`src/rtl/fence_sequencer_pkg.sv`:
```
// Shared fence encodings and sequencer state encoding, also used by the decoder.
// No logic; constants, types and one helper only.
// Not applicable: there is no flow control in a package.
package fence_sequencer_pkg;

    localparam logic [1:0] FENCE_T_FENCE  = 2'b00;
    localparam logic [1:0] FENCE_T_FENCEI = 2'b01;
    localparam logic [1:0] FENCE_T_SFENCE = 2'b10;

    typedef enum logic [2:0] {
        ST_IDLE  = 3'd0,
        ST_DRAIN = 3'd1,
        ST_ICINV = 3'd2,
        ST_TLBFL = 3'd3,
        ST_REDIR = 3'd4,
        ST_DONE  = 3'd5
    } fence_state_t;

    // Where a drained fence goes next; type 2'b11 behaves as a plain FENCE.
    function automatic fence_state_t drain_exit_state(input logic [1:0] ftype);
        case (ftype)
            FENCE_T_FENCEI: return ST_ICINV;
            FENCE_T_SFENCE: return ST_TLBFL;
            default:        return ST_DONE;
        endcase
    endfunction

endpackage

```
`src/rtl/fence_wait_timer.sv`:
```
// 8-bit wait counter with clear/enable and an elapsed-cycles >= threshold flag.
// Flag is combinational from the count register and the threshold input.
// No backpressure; the count saturates at 255 instead of wrapping.
module fence_wait_timer (
    input  logic       clk,
    input  logic       rst,
    input  logic       clr,
    input  logic       en,
    input  logic [7:0] threshold,
    output logic       reached
);

    logic [7:0] count;

    // Count cycles spent in the current state; clear wins over enable.
    always_ff @(posedge clk or posedge rst) begin
        if (rst) begin
            count <= 8'd0;
        end else if (clr) begin
            count <= 8'd0;
        end else if (en && (count != 8'hFF)) begin
            count <= count + 8'd1;
        end
    end

    // The count holds cycles already completed, so +1 includes the current one.
    always_comb begin
        reached = (({1'b0, count} + 9'd1) >= {1'b0, threshold});
    end

endmodule

```
`src/rtl/fence_sequencer.sv`:
```
// Sequences FENCE / FENCE.I / SFENCE.VMA: drain, invalidate or flush, redirect, release.
// Plain FENCE on idle pipeline completes DRAIN_MIN+1 cycles after detection.
// Holds IF/ID via fence_stall; waits on mem/store-buffer drain and on cache/TLB acks.
module fence_sequencer
    import fence_sequencer_pkg::*;
#(
    parameter int DRAIN_MIN = 2,
    parameter int TIMEOUT   = 255
) (
    input  logic        clk,
    input  logic        rst,
    input  logic        fence_valid,
    input  logic [1:0]  fence_type,
    input  logic [31:0] fence_pc,
    input  logic        trap_flush,
    input  logic        mem_busy,
    input  logic        sb_empty,
    input  logic        icache_inv_ack,
    input  logic        tlb_flush_ack,
    output logic        fence_stall,
    output logic        icache_inv_req,
    output logic        tlb_flush_req,
    output logic        redirect_valid,
    output logic [31:0] redirect_pc,
    output logic        fence_done,
    output logic        fence_timeout
);

    localparam logic [7:0] DRAIN_THR   = DRAIN_MIN[7:0];
    localparam logic [7:0] TIMEOUT_THR = TIMEOUT[7:0];

    fence_state_t state_q, state_d;
    logic [1:0]   type_q;
    logic [31:0]  pc_q;
    logic         tmo_q, tmo_d;
    logic         latch;
    logic         tmr_clr, tmr_en, tmr_reached;
    logic [7:0]   tmr_thr;

    // One timer serves both the drain minimum and the ack wait limit.
    always_comb begin
        tmr_thr = (state_q == ST_DRAIN) ? DRAIN_THR : TIMEOUT_THR;
    end

    fence_wait_timer u_timer (
        .clk       (clk),
        .rst       (rst),
        .clr       (tmr_clr),
        .en        (tmr_en),
        .threshold (tmr_thr),
        .reached   (tmr_reached)
    );

    // State, latched fence and timeout marker registers.
    always_ff @(posedge clk or posedge rst) begin
        if (rst) begin
            state_q <= ST_IDLE;
            type_q  <= FENCE_T_FENCE;
            pc_q    <= 32'd0;
            tmo_q   <= 1'b0;
        end else begin
            state_q <= state_d;
            tmo_q   <= tmo_d;
            if (latch) begin
                type_q <= fence_type;
                pc_q   <= fence_pc;
            end
        end
    end

    // Next state, timer control and the stall; trap_flush overrides everything.
    always_comb begin
        state_d     = state_q;
        tmo_d       = 1'b0;
        latch       = 1'b0;
        tmr_clr     = 1'b0;
        tmr_en      = 1'b0;
        fence_stall = 1'b0;
        case (state_q)
            ST_IDLE: begin
                // Combinational so decode already holds in the detect cycle.
                fence_stall = fence_valid;
                tmr_clr     = 1'b1;
                if (fence_valid && !trap_flush) begin
                    latch   = 1'b1;
                    state_d = ST_DRAIN;
                end
            end
            ST_DRAIN: begin
                fence_stall = 1'b1;
                tmr_en      = 1'b1;
                if (trap_flush) begin
                    state_d = ST_IDLE;
                end else if (tmr_reached && !mem_busy && sb_empty) begin
                    state_d = drain_exit_state(type_q);
                end
            end
            ST_ICINV: begin
                fence_stall = 1'b1;
                tmr_en      = 1'b1;
                if (trap_flush) begin
                    state_d = ST_IDLE;
                end else if (icache_inv_ack) begin
                    state_d = ST_REDIR;
                end else if (tmr_reached) begin
                    state_d = ST_REDIR;
                    tmo_d   = 1'b1;
                end
            end
            ST_TLBFL: begin
                fence_stall = 1'b1;
                tmr_en      = 1'b1;
                if (trap_flush) begin
                    state_d = ST_IDLE;
                end else if (tlb_flush_ack) begin
                    state_d = ST_REDIR;
                end else if (tmr_reached) begin
                    state_d = ST_REDIR;
                    tmo_d   = 1'b1;
                end
            end
            ST_REDIR: begin
                fence_stall = 1'b1;
                state_d     = trap_flush ? ST_IDLE : ST_DONE;
            end
            ST_DONE: begin
                // fence_valid is deliberately ignored here; decode consumes it now.
                state_d = ST_IDLE;
            end
            default: begin
                state_d = ST_IDLE;
            end
        endcase
        // Every state starts counting from zero.
        if (state_d != state_q) begin
            tmr_clr = 1'b1;
        end
    end

    // Outputs decoded from registered state only.
    always_comb begin
        icache_inv_req = (state_q == ST_ICINV);
        tlb_flush_req  = (state_q == ST_TLBFL);
        redirect_valid = (state_q == ST_REDIR);
        redirect_pc    = (state_q == ST_REDIR) ? (pc_q + 32'd4) : 32'd0;
        fence_done     = (state_q == ST_DONE);
        fence_timeout  = (state_q == ST_REDIR) && tmo_q;
    end

endmodule

```
`config.mk`:
```
export PLATFORM = sky130hd
export DESIGN_NAME = fence_sequencer
export DESIGN_NICKNAME = d
export VERILOG_FILES = /design/src/rtl/fence_sequencer_pkg.sv /design/src/rtl/fence_wait_timer.sv /design/src/rtl/fence_sequencer.sv
export SDC_FILE = /design/constraint.sdc
export NUM_CORES = 1
export LEC_CHECK = 0
export CAP_MARGIN = 20
export CORE_MARGIN = 2
export CORE_UTILIZATION = 45
export DETAILED_ROUTE_END_ITERATION = 7
export GPL_ROUTABILITY_DRIVEN = 0
export PLACE_DENSITY = 0.79
export SLEW_MARGIN = 5
export SYNTH_ARGS = -nofsm -noshare
export SYNTH_HDL_FRONTEND = slang
export SYNTH_SLANG_ARGS = --single-unit
```
`constraint.sdc`:
```
create_clock -name clk -period 6.7 [get_ports clk]
set_clock_uncertainty 0.15 [all_clocks]
set_input_delay 1.34 -clock clk [delete_from_list [all_inputs] [get_ports clk]]
set_output_delay 1.34 -clock clk [all_outputs]
set_load 0.005 [all_outputs]
```
==> impl_results.md <==
* Initial core utilization at between 40% and 50%
* Number of routed nets with antenna violations at 0
* Layout Nets at ~460
* Most frequent cells in the layout: clkdlybuf4s50_1, dfrtp_1, mux2_2
* Hold Path Depth at 1
* DRT Wirelength at approximately 7.0 mm
* Fill cells at 593
* Leading cell type in the layout, fill and taps excluded: clkdlybuf4s50_1
* Reg clk slew, reported paths at ~0.090 ns
* Crit path DAT at 2.84 ns
* GRT overflow at 0
* Dominant synthesized flop cell: dfrtp_1
* Worst slew margin at 42.6%
* DPL Wire Length at approximately 5.2 mm
* Area growth from synthesis to layout at 31.0%
* Max cap viols at 0
* Final setup viols at 0
* Min cycle time layout at about 4.3 ns
* Htree depth at 2
* Share of the synthesized area in the top cell type at 37.6%
* CTS buffer count at 5
* Mapped Avg Cell Area at between 9 and 10 µm²
* Pleak at between 1.5 and 2 nW
* Worst R2R Path Depth at 8
* Flop2flop setup slack at 3.57 ns
* Routed WL per cell at 14.5 µm
* #FFs+latches synth at 46
* Final Hold Viols at 0
* Synth warnings at 0
* Synth unique cells at just under 50
* Setup_tns at 0 ns
* Area leader, netlist: dfrtp_1
* CP endpoint kind: output pin
* Unrepaired setup endpoints after global routing: false
* CORE AREA at around 6700 µm²
* Synth Instances at ~330
* Status: complete, no violations
* DR DRC count at 0
* Slew @ Worst Pin at 0.860 ns
* Post-synthesis sequential area ratio at a little under two fifths
* Largest stage delay on the critical path at ~0.6 ns
* Diodes inserted at 0
* Vias in the first global route at around 2600
* Root buf cell: clkbuf_8
* Multi-input combinational cell area at about 1800 µm²
* Die Y at roughly 87 µm
* Largest fanout on the critical path at 28
* Core Util, Final at between 60% and 70%
* Critical Path, Cell by Cell: nor2_1 -> nand2_1 -> buf_4 -> inv_4 -> or2b_2 -> mux2i_1 -> clkdlybuf4s50_1
* Pin count of the biggest net entering global routing at 47
* Post-synth design cell area at a little over 3000 µm²
* CTS Hold Bufs at 0
* FF+latch area at ~1200 µm²
* Clk_lat worst skew at approximately 0.30 ns
* Post-CTS sizing at 0
* I/O Pins at 80
* Slowest-stage cell, CP: nor2_1
* Post-CTS setup buffers at 0
* Chip width at 86.5 µm
* Synth top area cells: dfrtp_1, mux2_2, xor2_1
* Initial antenna violation count at 0
* CP Launch Type: flop
* Fmax at around 230 MHz
* Number of flops mapped to enable cells by yosys at 0
* Worst Hold Class: reg2reg
* Worst VDD drop at ~0.00011 V
* First-pass GRT wire length at ~12 mm
* Die Area at between 7000 and 8000 µm²
* Req. time, crit path at 5.21 ns
* Power density over cell area at 171 nW/µm²
* Slew Limit Fails at 0
* Ys async rst share at 100%
* First DRT Iteration DRCs at 137
* GRT Util Overall at between 10% and 20%
* Via count at 2670
* Clock sink count at 46
* Deepest clock path buffer count at 2
* Initial DRT Pass Iterations at 4
* Critical path class: reg2out
* Post-synth net total at 380
* PortBufs at 79
* TritonCTS clock tree: yes
* Via density at approximately 5.5
* Rows at 30
* Tcrit/Tclk final at between 60 and 70%
* Share of cells above drive strength 1 at 13.6%
## power by group
group	internal, mW	switching [mW]
sequential	0.319	0.0509
combinational	0.0865	0.0620
clock	0.0738	0.0950
## cell families (layout without fill, tap and decap cells)
family | count (synthesis) | count (layout) | share of synthesized area [%]
compound gates | 51 | 51 | 10.5
xor+xnor | 26 | 26 | 7.43
fa+ha+maj | 10 | 10 | 4.08
buf+inv | 26 | 102 | 3.68
flops | 46 | 46 | 37.6
mux | 39 | 39 | 14.2
simple gates | 130 | 130 | 22.6
## critical path, delay by kind of cell (launching register included)
kind / cells / cell delay, ns
buf+inv: 3 / 0.90
flops: 1 / 0.50
mux: 1 / 0.12
simple gates: 3 / 1.01
## cell type report
type / count / share of cell area, %
inverter: 13 / 1.28
clock inverter: 2 / 0.343
multi-input combinational: 256 / 45.0
timing repair buffer: 81 / 20.4
sequential: 46 / 28.7
tap: 80 / 2.49
clock buffer: 6 / 1.81
## cell usage after synthesis (all sizes together) (2+ instances only)
cell and n:
a2111oi 2, a211oi 2, a21o 2, a21oi 14
a22oi 2, a31oi 4, a41o 2, and3 9
and4 2, buf 5, clkbuf 8, dfrtp 46
ha 10, inv 13, mux2 35, mux2i 4
nand2 20, nand2b 3, nand3 19, nand4 10
nor2 28, nor2b 4, nor3 15, o21ai 14
o22ai 2, or3 12, xnor2 10, xor2 16
## per-stage QoR
step           hold WS, ns  instances  power (mW)  setup WS [ns]  cell area (µm²)
2_1_floorplan        0.321        328       0.465           3.44             3060
3_3_place_gp         0.335        475       0.513           2.63             3910
3_5_place_dp         0.345        475       0.522           2.59             3910
4_1_cts              0.366        483       0.694           2.38             3990
5_1_grt              0.389        484       0.729           2.11             4010
6_report             0.360        484       0.687           2.37             4010
## worst paths after layout
| path | startpoint | to |
|---|---|---|
| worst min-delay path | pc_q[1] | pc_q[1] |
| worst max-delay path | state_q[0] | redirect_pc[25] |
| max in group asynchronous | rst | pc_q[28] |
| worst max register to register | state_q[2] | u_timer.count[7] |
| worst min register to register | pc_q[1] | pc_q[1] |
| min in group asynchronous | rst | pc_q[18] |
## state kept, by name (all words and copies together), names as in the netlist
signal         count
pc_q              32
state_q            3
tmo_q              1
type_q             2
u_timer.count      8
## per-layer routing
layer	track usage, %	vias to the layer above	wire [µm]
met4	6.39	0	115
met1	25.0	1255	3160
li1	-	1331	-
met2	33.1	75	3370
met3	4.95	9	391
met5	0	-	0
No activity file was read; power rests on OpenSTA's default activity.
